**config.mk**
```make
export PLATFORM = sky130hd
export DESIGN_NAME = env_adsr
export DESIGN_NICKNAME = d
export VERILOG_FILES = /design/src/rtl/synth_env_pkg.sv /design/src/rtl/env_step.sv /design/src/rtl/env_adsr.sv
export SDC_FILE = /design/constraint.sdc
export NUM_CORES = 1
export LEC_CHECK = 0
export BUFFER_PORTS_ARGS = -buffer_cell sky130_fd_sc_hd__buf_2
export CORE_UTILIZATION = 35
export DETAILED_ROUTE_END_ITERATION = 12
export MAX_ROUTING_LAYER = met4
export SETUP_SLACK_MARGIN = 0.5
export SLEW_MARGIN = 40
export SYNTH_ARGS = -nofsm -noshare
export SYNTH_HDL_FRONTEND = slang
export SYNTH_SLANG_ARGS = --single-unit
```
**constraint.sdc**
```tcl
create_clock -name clk -period 6.1 [get_ports clk]
set_input_delay 1.525 -clock clk [delete_from_list [all_inputs] [get_ports clk]]
set_output_delay 1.525 -clock clk [all_outputs]
set_load 0.05 [all_outputs]
```
**src/rtl/synth_env_pkg.sv**
```systemverilog
// Shared types and default widths for the ADSR envelope generator.
package synth_env_pkg;

    localparam int ENV_W_DEF  = 16;
    localparam int RATE_W_DEF = 16;

    typedef enum logic [2:0] {
        ST_IDLE    = 3'd0,
        ST_ATTACK  = 3'd1,
        ST_DECAY   = 3'd2,
        ST_SUSTAIN = 3'd3,
        ST_RELEASE = 3'd4
    } env_state_t;

endpackage

```
**src/rtl/env_step.sv**
```systemverilog
// Combinational saturating step toward a bound: adds (down=0) or subtracts (down=1)
// a zero-extended rate at ENV_W+1 bits and clamps to the bound, flagging arrival.
module env_step #(
    parameter int ENV_W  = 16,
    parameter int RATE_W = 16
) (
    input  logic [ENV_W-1:0]  level,
    input  logic [RATE_W-1:0] rate,
    input  logic [ENV_W-1:0]  bound,
    input  logic              down,
    output logic [ENV_W-1:0]  next_level,
    output logic              reached
);

    logic [ENV_W:0] rate_x;
    logic [ENV_W:0] sum;
    logic [ENV_W:0] diff;

    assign rate_x = {{(ENV_W + 1 - RATE_W){1'b0}}, rate};
    assign sum    = {1'b0, level} + rate_x;
    assign diff   = {1'b0, level} - rate_x;

    // A zero rate means "jump to the bound"; diff[ENV_W] set means the subtraction underflowed.
    always_comb begin
        next_level = bound;
        reached    = 1'b1;
        if (rate != '0) begin
            if (down) begin
                if (!diff[ENV_W] && (diff[ENV_W-1:0] > bound)) begin
                    next_level = diff[ENV_W-1:0];
                    reached    = 1'b0;
                end
            end else if (sum < {1'b0, bound}) begin
                next_level = sum[ENV_W-1:0];
                reached    = 1'b0;
            end
        end
    end

endmodule

```
**src/rtl/env_adsr.sv**
```systemverilog
// ADSR envelope generator: note-on/note-off events switch state every cycle,
// the level advances only on sample_en strobes through a shared env_step unit.
module env_adsr
    import synth_env_pkg::*;
#(
    parameter int ENV_W  = ENV_W_DEF,
    parameter int RATE_W = RATE_W_DEF
) (
    input  logic              clk,
    input  logic              rst,
    input  logic              sample_en,
    input  logic              trig,
    input  logic              rel,
    input  logic [RATE_W-1:0] attack_rate,
    input  logic [RATE_W-1:0] decay_rate,
    input  logic [ENV_W-1:0]  sustain_level,
    input  logic [RATE_W-1:0] release_rate,
    output logic [ENV_W-1:0]  env_level,
    output env_state_t        env_state,
    output logic              env_active,
    output logic              env_done
);

    localparam logic [ENV_W-1:0] MAX = '1;

    env_state_t       state_q, state_d;
    logic [ENV_W-1:0] level_q, level_d;
    logic             done_q, done_d;
    logic             active_q;

    logic [RATE_W-1:0] step_rate;
    logic [ENV_W-1:0]  step_bound;
    logic              step_down;
    logic [ENV_W-1:0]  step_level;
    logic              step_reached;

    // Attack climbs to full scale, decay falls to sustain, release falls to zero.
    always_comb begin
        step_rate  = attack_rate;
        step_bound = MAX;
        step_down  = 1'b0;
        case (state_q)
            ST_DECAY: begin
                step_rate  = decay_rate;
                step_bound = sustain_level;
                step_down  = 1'b1;
            end
            ST_RELEASE: begin
                step_rate  = release_rate;
                step_bound = '0;
                step_down  = 1'b1;
            end
            default: ;
        endcase
    end

    env_step #(
        .ENV_W  (ENV_W),
        .RATE_W (RATE_W)
    ) u_step (
        .level      (level_q),
        .rate       (step_rate),
        .bound      (step_bound),
        .down       (step_down),
        .next_level (step_level),
        .reached    (step_reached)
    );

    // NOTE: every always_comb output gets a default first so no path leaves it unassigned (no latch).
    always_comb begin
        state_d = state_q;
        level_d = level_q;
        done_d  = 1'b0;
        if (trig) begin
            state_d = ST_ATTACK;
        end else if (rel && (state_q == ST_ATTACK || state_q == ST_DECAY || state_q == ST_SUSTAIN)) begin
            state_d = ST_RELEASE;
        end else if (sample_en) begin
            case (state_q)
                ST_ATTACK: begin
                    level_d = step_level;
                    if (step_reached) state_d = ST_DECAY;
                end
                ST_DECAY: begin
                    level_d = step_level;
                    if (step_reached) state_d = ST_SUSTAIN;
                end
                ST_SUSTAIN: level_d = sustain_level;
                ST_RELEASE: begin
                    level_d = step_level;
                    if (step_reached) begin
                        state_d = ST_IDLE;
                        done_d  = 1'b1;
                    end
                end
                default: level_d = '0;
            endcase
        end
    end

    // NOTE: sequential state uses non-blocking assignments so every register samples pre-edge values.
    always_ff @(posedge clk) begin
        if (rst) begin
            state_q  <= ST_IDLE;
            level_q  <= '0;
            done_q   <= 1'b0;
            active_q <= 1'b0;
        end else begin
            state_q  <= state_d;
            level_q  <= level_d;
            done_q   <= done_d;
            active_q <= (state_d != ST_IDLE);
        end
    end

    assign env_level  = level_q;
    assign env_state  = state_q;
    assign env_active = active_q;
    assign env_done   = done_q;

endmodule
```
; ---- Word-level counts from Yosys, hierarchy flattened
; Cells that the tools add are included.
; W data, S select, Z words.
[totals]
wordCells = 47
reg_bits = 21
out_inout_bits = 21
[classes]
n_eq_ne = 4
n_addsub = 2
order_cmp = 2
n_reduce_logical = 11
bitwise_logic = 4
mux = 20
[op_table]
columns = cell, n
row1 = $pmux W16 S2, 3
row2 = $mux W16, 4
row3 = $mux W3, 6
row4 = $add A16 B16 Y17, 1
row5 = $lt A17 B16 Y1, 1
row6 = $sub A16 B16 Y17, 1
row7 = $gt A16 B16 Y1, 1
row8 = $reduce_bool A16 Y1, 1
row9 = $pmux W3 S3, 1
row10 = $eq A3 B2 Y1 const B, 2
row11 = $mux W1, 6
row12 = $reduce_or A5 Y1, 1
row13 = $not A1 Y1, 4
row14 = $eq A3 B1 Y1 const B, 1
row15 = $eq A3 B3 Y1 const B, 1
row16 = $reduce_and A3 Y1, 1
row17 = $reduce_bool A3 Y1, 1
row18 = $reduce_or A3 Y1, 1
row19 = $logic_and A1 B1 Y1, 2
row20 = $logic_or A1 B1 Y1, 2
row21 = $reduce_or A2 Y1, 1
row22 = $logic_not A1 Y1, 1

; ---- Logic depth before layout (Yosys ltp)
[logic_depth]
ltp_word = 14
depth_mapped = 27
ltp_nobuf = 25

; ---- Cells and area by module
; A second synthesis with hierarchy kept.
[hier_totals]
hier_cells = 649
hier_area_um2 = 4774.6
[by_module_without_submodules]
columns = mod, area_per_inst_um2, instances, cells_per_inst, seq_area_each_um2
row1 = env_step, 2946.6, 1, 407, 0.0
row2 = env_adsr, 1828.0, 1, 242, 420.4

; ---- Worst setup path after synthesis
; OpenSTA, ideal clock, no wires.
[synth_timing]
path_type = input -> register
start = input release_rate[1]
end = register state_q[0], in the netlist env_state[0]
arrival_ps = 5684
setup_ps = 84
required_ps = 6016
setup_slack_ps = 332
stages = 23
n_path_buf = 1
path_cell_list = nor3_1 -> o21ai_0 -> o221ai_1 -> inv_1 -> ha_1 -> or2_0 -> a221oi_1 -> nor2_1 -> o41ai_2 -> a21oi_1 -> o21bai_1 -> xnor2_1 -> ha_1 -> nand2_1 -> or4_1 -> o21ai_0 -> a31o_2 -> a21oi_1 -> o22ai_4 -> buf_6 -> nand3_1 -> a32o_1 -> o31ai_2
[synth_between]
elab_chain_len = 12
[synth_rtl]
columns = item, line_no
row1 = "start, declared", env_adsr.sv:17  ; input logic [RATE_W-1:0] release_rate,
row2 = $pmux W16 S2 (*), env_adsr.sv:42  ; case (state_q)
row3 = $sub A16 B16 Y17, env_step.sv:21  ; assign diff = {1'b0, level} - rate_x;
row4 = $gt A16 B16 Y1 / $logic_not A1 Y1 (equally long branches), env_step.sv:29  ; if (!diff[ENV_W] && (diff[ENV_W-1:0] > bound)) begin
row5 = $logic_and A1 B1 Y1, env_step.sv:29
row6 = $mux W1, env_step.sv:29
row7 = $mux W1, env_step.sv:28  ; if (down) begin
row8 = $mux W1 (*), env_step.sv:27  ; if (rate != '0) begin
row9 = $mux W3 (on tied branches), "env_adsr.sv:91, env_adsr.sv:82, env_adsr.sv:86"
row10 = $pmux W3 S3 (*), env_adsr.sv:79  ; case (state_q)
row11 = $mux W3 (*), env_adsr.sv:78  ; end else if (sample_en) begin
row12 = $mux W3 (*), env_adsr.sv:76  ; end else if (rel && (state_q == ST_ATTACK || state_q == ST_DECAY || state_q == ST_SUSTAIN)) begin
row13 = $mux W3 (*), env_adsr.sv:74  ; if (trig) begin
row14 = "end signal, assigned", env_adsr.sv:109  ; state_q <= state_d;
row15 = "end, declared", env_adsr.sv:26  ; env_state_t state_q, state_d;
; Every way passes the cells marked *; elsewhere a longest branch is shown, timed or not.
; A chain may end at the register's enable or synchronous reset.

; ---- Final worst setup path
[layout_timing]
start = input attack_rate[5]
end = register level_q[8], in the netlist env_level[8]
[layout_between]
elab_chain_len = 8
[layout_rtl]
columns = item, line_no
row1 = "start, declared", env_adsr.sv:14  ; input logic [RATE_W-1:0] attack_rate,
row2 = $pmux W16 S2 (*), env_adsr.sv:42
row3 = $sub A16 B16 Y17, env_step.sv:21
row4 = $gt A16 B16 Y1 / $logic_not A1 Y1 (equally long branches), env_step.sv:29
row5 = $logic_and A1 B1 Y1, env_step.sv:29
row6 = $mux W16, env_step.sv:29
row7 = $mux W16, env_step.sv:28
row8 = $mux W16 (*), env_step.sv:27
row9 = $pmux W16 S2 (*), env_adsr.sv:79
row10 = "end signal, assigned", env_adsr.sv:110  ; level_q <= level_d;
row11 = "end, declared", env_adsr.sv:27  ; logic [ENV_W-1:0] level_q, level_d;
; Marked as above.

==> results.ini <==
[outcome]
run_status = finished with violations
violations_in_the_final_reports = design-rule violations

[synthesis]
syn_nets = 707
yosys.area.top_type = ha_1
number_of_distinct_standard_cells_referenced_by_the_synthesized_netlist = 74
synth_enable_flop_cells = 0
ys.warnings.count = 0
sequential_cell_area_fraction_in_the_yosys_report = 0.0995
mean_instance_size_in_the_synthesized_netlist_um2 = 7.39
synthTopCellsByCount = ha_1 (64), a21oi_1 (57), nor2_1 (42), inv_1 (41), o21ai_0 (34)
ys_top_cells_by_area = ha_1 (19%), dfxtp_1 (9.9%), a21oi_1 (6.7%), xnor2_1 (4.8%), o21ai_0 (4.0%)
asyncSetResetFlopFracSynth = 0
synth_ff_type = dfxtp_1
synth_area_um2 = 4230
netlist.area_leader.share = 0.189
synthCells = 572
yosys.cell_count.top_type = ha_1
yosys_register_bits = 21

[sta]
grt_setup_unrepaired = yes
max_clock_freq_mhz = 171
timing.final.setup_violations = 0
setup_slack_ps = 251
period_minus_slack_ps = 5850
setup_tns_ps = 0
layout_worst_path_cycle_share = 0.959
clock-skew-final_ps = 4.39
hold_viol_final = 0
fin_hold_ws_ps = 568
timing.slew.headroom = 0.405
timing.final.max_slew_violations = 0
tightest_slew_ps = 893

[placed_design]
place_inst = 832
buffer_ports.inserted = 89
pre_cts_slack_ps = -273
place_hpwl_mm = 12.9
placement.cell_area_um2 = 5170
gpl.final_weighted_congestion = 0.928

[worst_setup_path]
timing.critical_path.to_type = register
cpMaxStageDelayCell = or4_1
element_type_at_the_critical_path_start = input pin
cp_class = in2reg
worst-endpoint-arrival_ps = 6040
required_ps = 6300
critical_path.cell_chain = buf_2 -> nor2b_1 -> o21ai_0 -> o221ai_2 -> ha_2 -> nor2b_1 -> or4_1 -> nor2_2 -> o41ai_4 -> a211oi_2 -> buf_4 -> xnor2_2 -> ha_1 -> nand2_1 -> or4_1 -> o21ai_1 -> a31o_2 -> a21oi_4 -> buf_4 -> buf_6 -> o211a_4 -> buf_6 -> a221o_1 -> a211oi_2
timing.critical_path.slowest_cell_delay_ps = 510
critPathMaxFanout = 8
count_of_cells_along_the_worst_register_to_register_path = 24

[floorplanning]
initial_core_utilization = 0.364
design.core.area_um2 = 11600
die_area_um2 = 12500
std_cell_rows = 39
chip_width_um = 112
floorplan.io_pins = 90
die_height_um = 112

[routing]
dr.pass1.iters = 10
post_drt_wl_per_cell_um = 19.3
routed_via_density = 5.85
ant_nets = 0
detailroute.via_count = 5064
drt_first_iter_violations = 347
detail_route.wirelength_mm = 16.7
detail_route.drc_violations = 6

[global_route]
grt_use_total = 0.265
grt_pass1_vias = 4763
grt_antenna_before_repair = 1
wire_length_of_the_first_global_routing_pass_mm = 25.4
grt_overflow = 0
pin_count_of_the_biggest_net_entering_global_routing = 46

[clock_network]
clkTransAtPathRegs_ps = 70
h-tree-depth = 1
clk-insertion-delay-late_ps = 270
cts-buffers-inserted = 3
cts_tree = done
cts.sinks = 21
cts_buffer_depth = 2
cts-root-buf = clkbuf_16

[power_and_ir_drop]
p_sw_mw = 0.431
share_comb_of_total_power = 0.663
power.static_leakage_nw = 2.79
clkPwrFrac = 0.164
vdd_drop_max_mv = 0.0973
part_of_the_total_power_dissipated_in_sequential_elements = 0.173
totalPowerFinal_mw = 0.948
internal_power_mw = 0.517
swShare = 0.454
power.density_nw_per_um2 = 155

[cells_and_area]
final.fill_count = 1142
antenna_cells = 0
nets = 858
final_cells = 865
final_util = 0.525
drive_above_1_share = 0.406
post-route-cell-area_um2 = 6100
flow.area_growth_from_synthesis_pct = 44.3

[run]
cap_violations = 0

[hold_path]
min_delay_path_depth = 2
holdCritPathClass = reg2reg

## cell families (layout without fill, tap and decap cells)
kind of cell	Yosys count	after routing	share of synthesized area
buffers and inverters	81	231	0.0859
adder cells (fa/ha/maj)	66	66	0.199
AND/OR/NAND/NOR	171	171	0.211
XOR/XNOR	30	30	0.0622
AO/OA/AOI/OAI	203	203	0.343
flip-flops	21	21	0.0995
## layout by cell type (no fill, tap or decap), drive strengths merged, types with 5 or more instances in the layout
master    n
nand2b   12
nor2     43
nand4     8
xor2      7
inv      44
a311oi    5
dfxtp    21
a221oi    7
nand2    25
a21oi    58
a211oi    9
nor3     25
nor2b    20
and3      5
ha       64
or3       6
buf     183
o21bai   13
o221ai   16
o21ai    35
a21boi    5
nand3    10
xnor2    23
## state kept, by name (all words and copies together), names as in the netlist
signal and flops:
env_level 16, env_state 3, env_active 1, env_done 1
## power groups by stage
| stage | registers, mW | logic (mW) | clock network (mW) |
|---|---|---|---|
| 6_report | 0.164 | 0.629 | 0.156 |
| 4_1_cts | 0.163 | 0.562 | 0.152 |
| 3_5_place_dp | 0.166 | 0.511 | 0 |
| 5_1_grt | 0.165 | 0.675 | 0.158 |
| 3_3_place_gp | 0.165 | 0.508 | 0 |
| 2_1_floorplan | 0.191 | 0.297 | 0 |
## metal layers
metal | GRT usage | wire length, um | vias up | part of all wire
met5 | - | 0 | - | 0
met4 | 0.0838 | 574 | 0 | 0.034
met3 | 0.0365 | 1010 | 28 | 0.060
met2 | 0.419 | 7910 | 196 | 0.47
met1 | 0.347 | 7220 | 2413 | 0.43
li1 | - | - | 2427 | -
## repair_timing
item                                    4_1_cts  5_1_grt
setup buffers                                17       12
hold buffers                                  0        0
pin swaps                                    53       57
endpoints found under the setup margin       21       21
resized for setup                            55       69
## worst max-delay path, delay by kind of cell
kind	cells	cell delay [ps]
xor+xnor	1	80
simple gates	6	1380
compound gates	10	1800
buf+inv	5	670
fa+ha+maj	2	580
## area by class of cell
cell class,count,area [um^2],area share
multi-input cells,470,4020,0.659
well taps,143,179,0.0293
clock buffers,4,78.8,0.0129
repair buffers,183,1230,0.203
inverters,44,165,0.0271
flip-flops and latches,21,420,0.0690
## final timing paths
path / startpoint / end / slack [ps]
worst min-delay path: env_level[9]$_SDFFE_PP0P_ / env_level[9]$_SDFFE_PP0P_ / 570
worst max-delay path: attack_rate[5] / env_level[8]$_SDFFE_PP0P_ / 250
worst min register to register: env_level[9]$_SDFFE_PP0P_ / env_level[9]$_SDFFE_PP0P_ / 570
worst max register to register: env_state[2]$_SDFF_PP0_ / env_level[13]$_SDFFE_PP0P_ / 570
No activity file was read; power rests on OpenSTA's default activity.
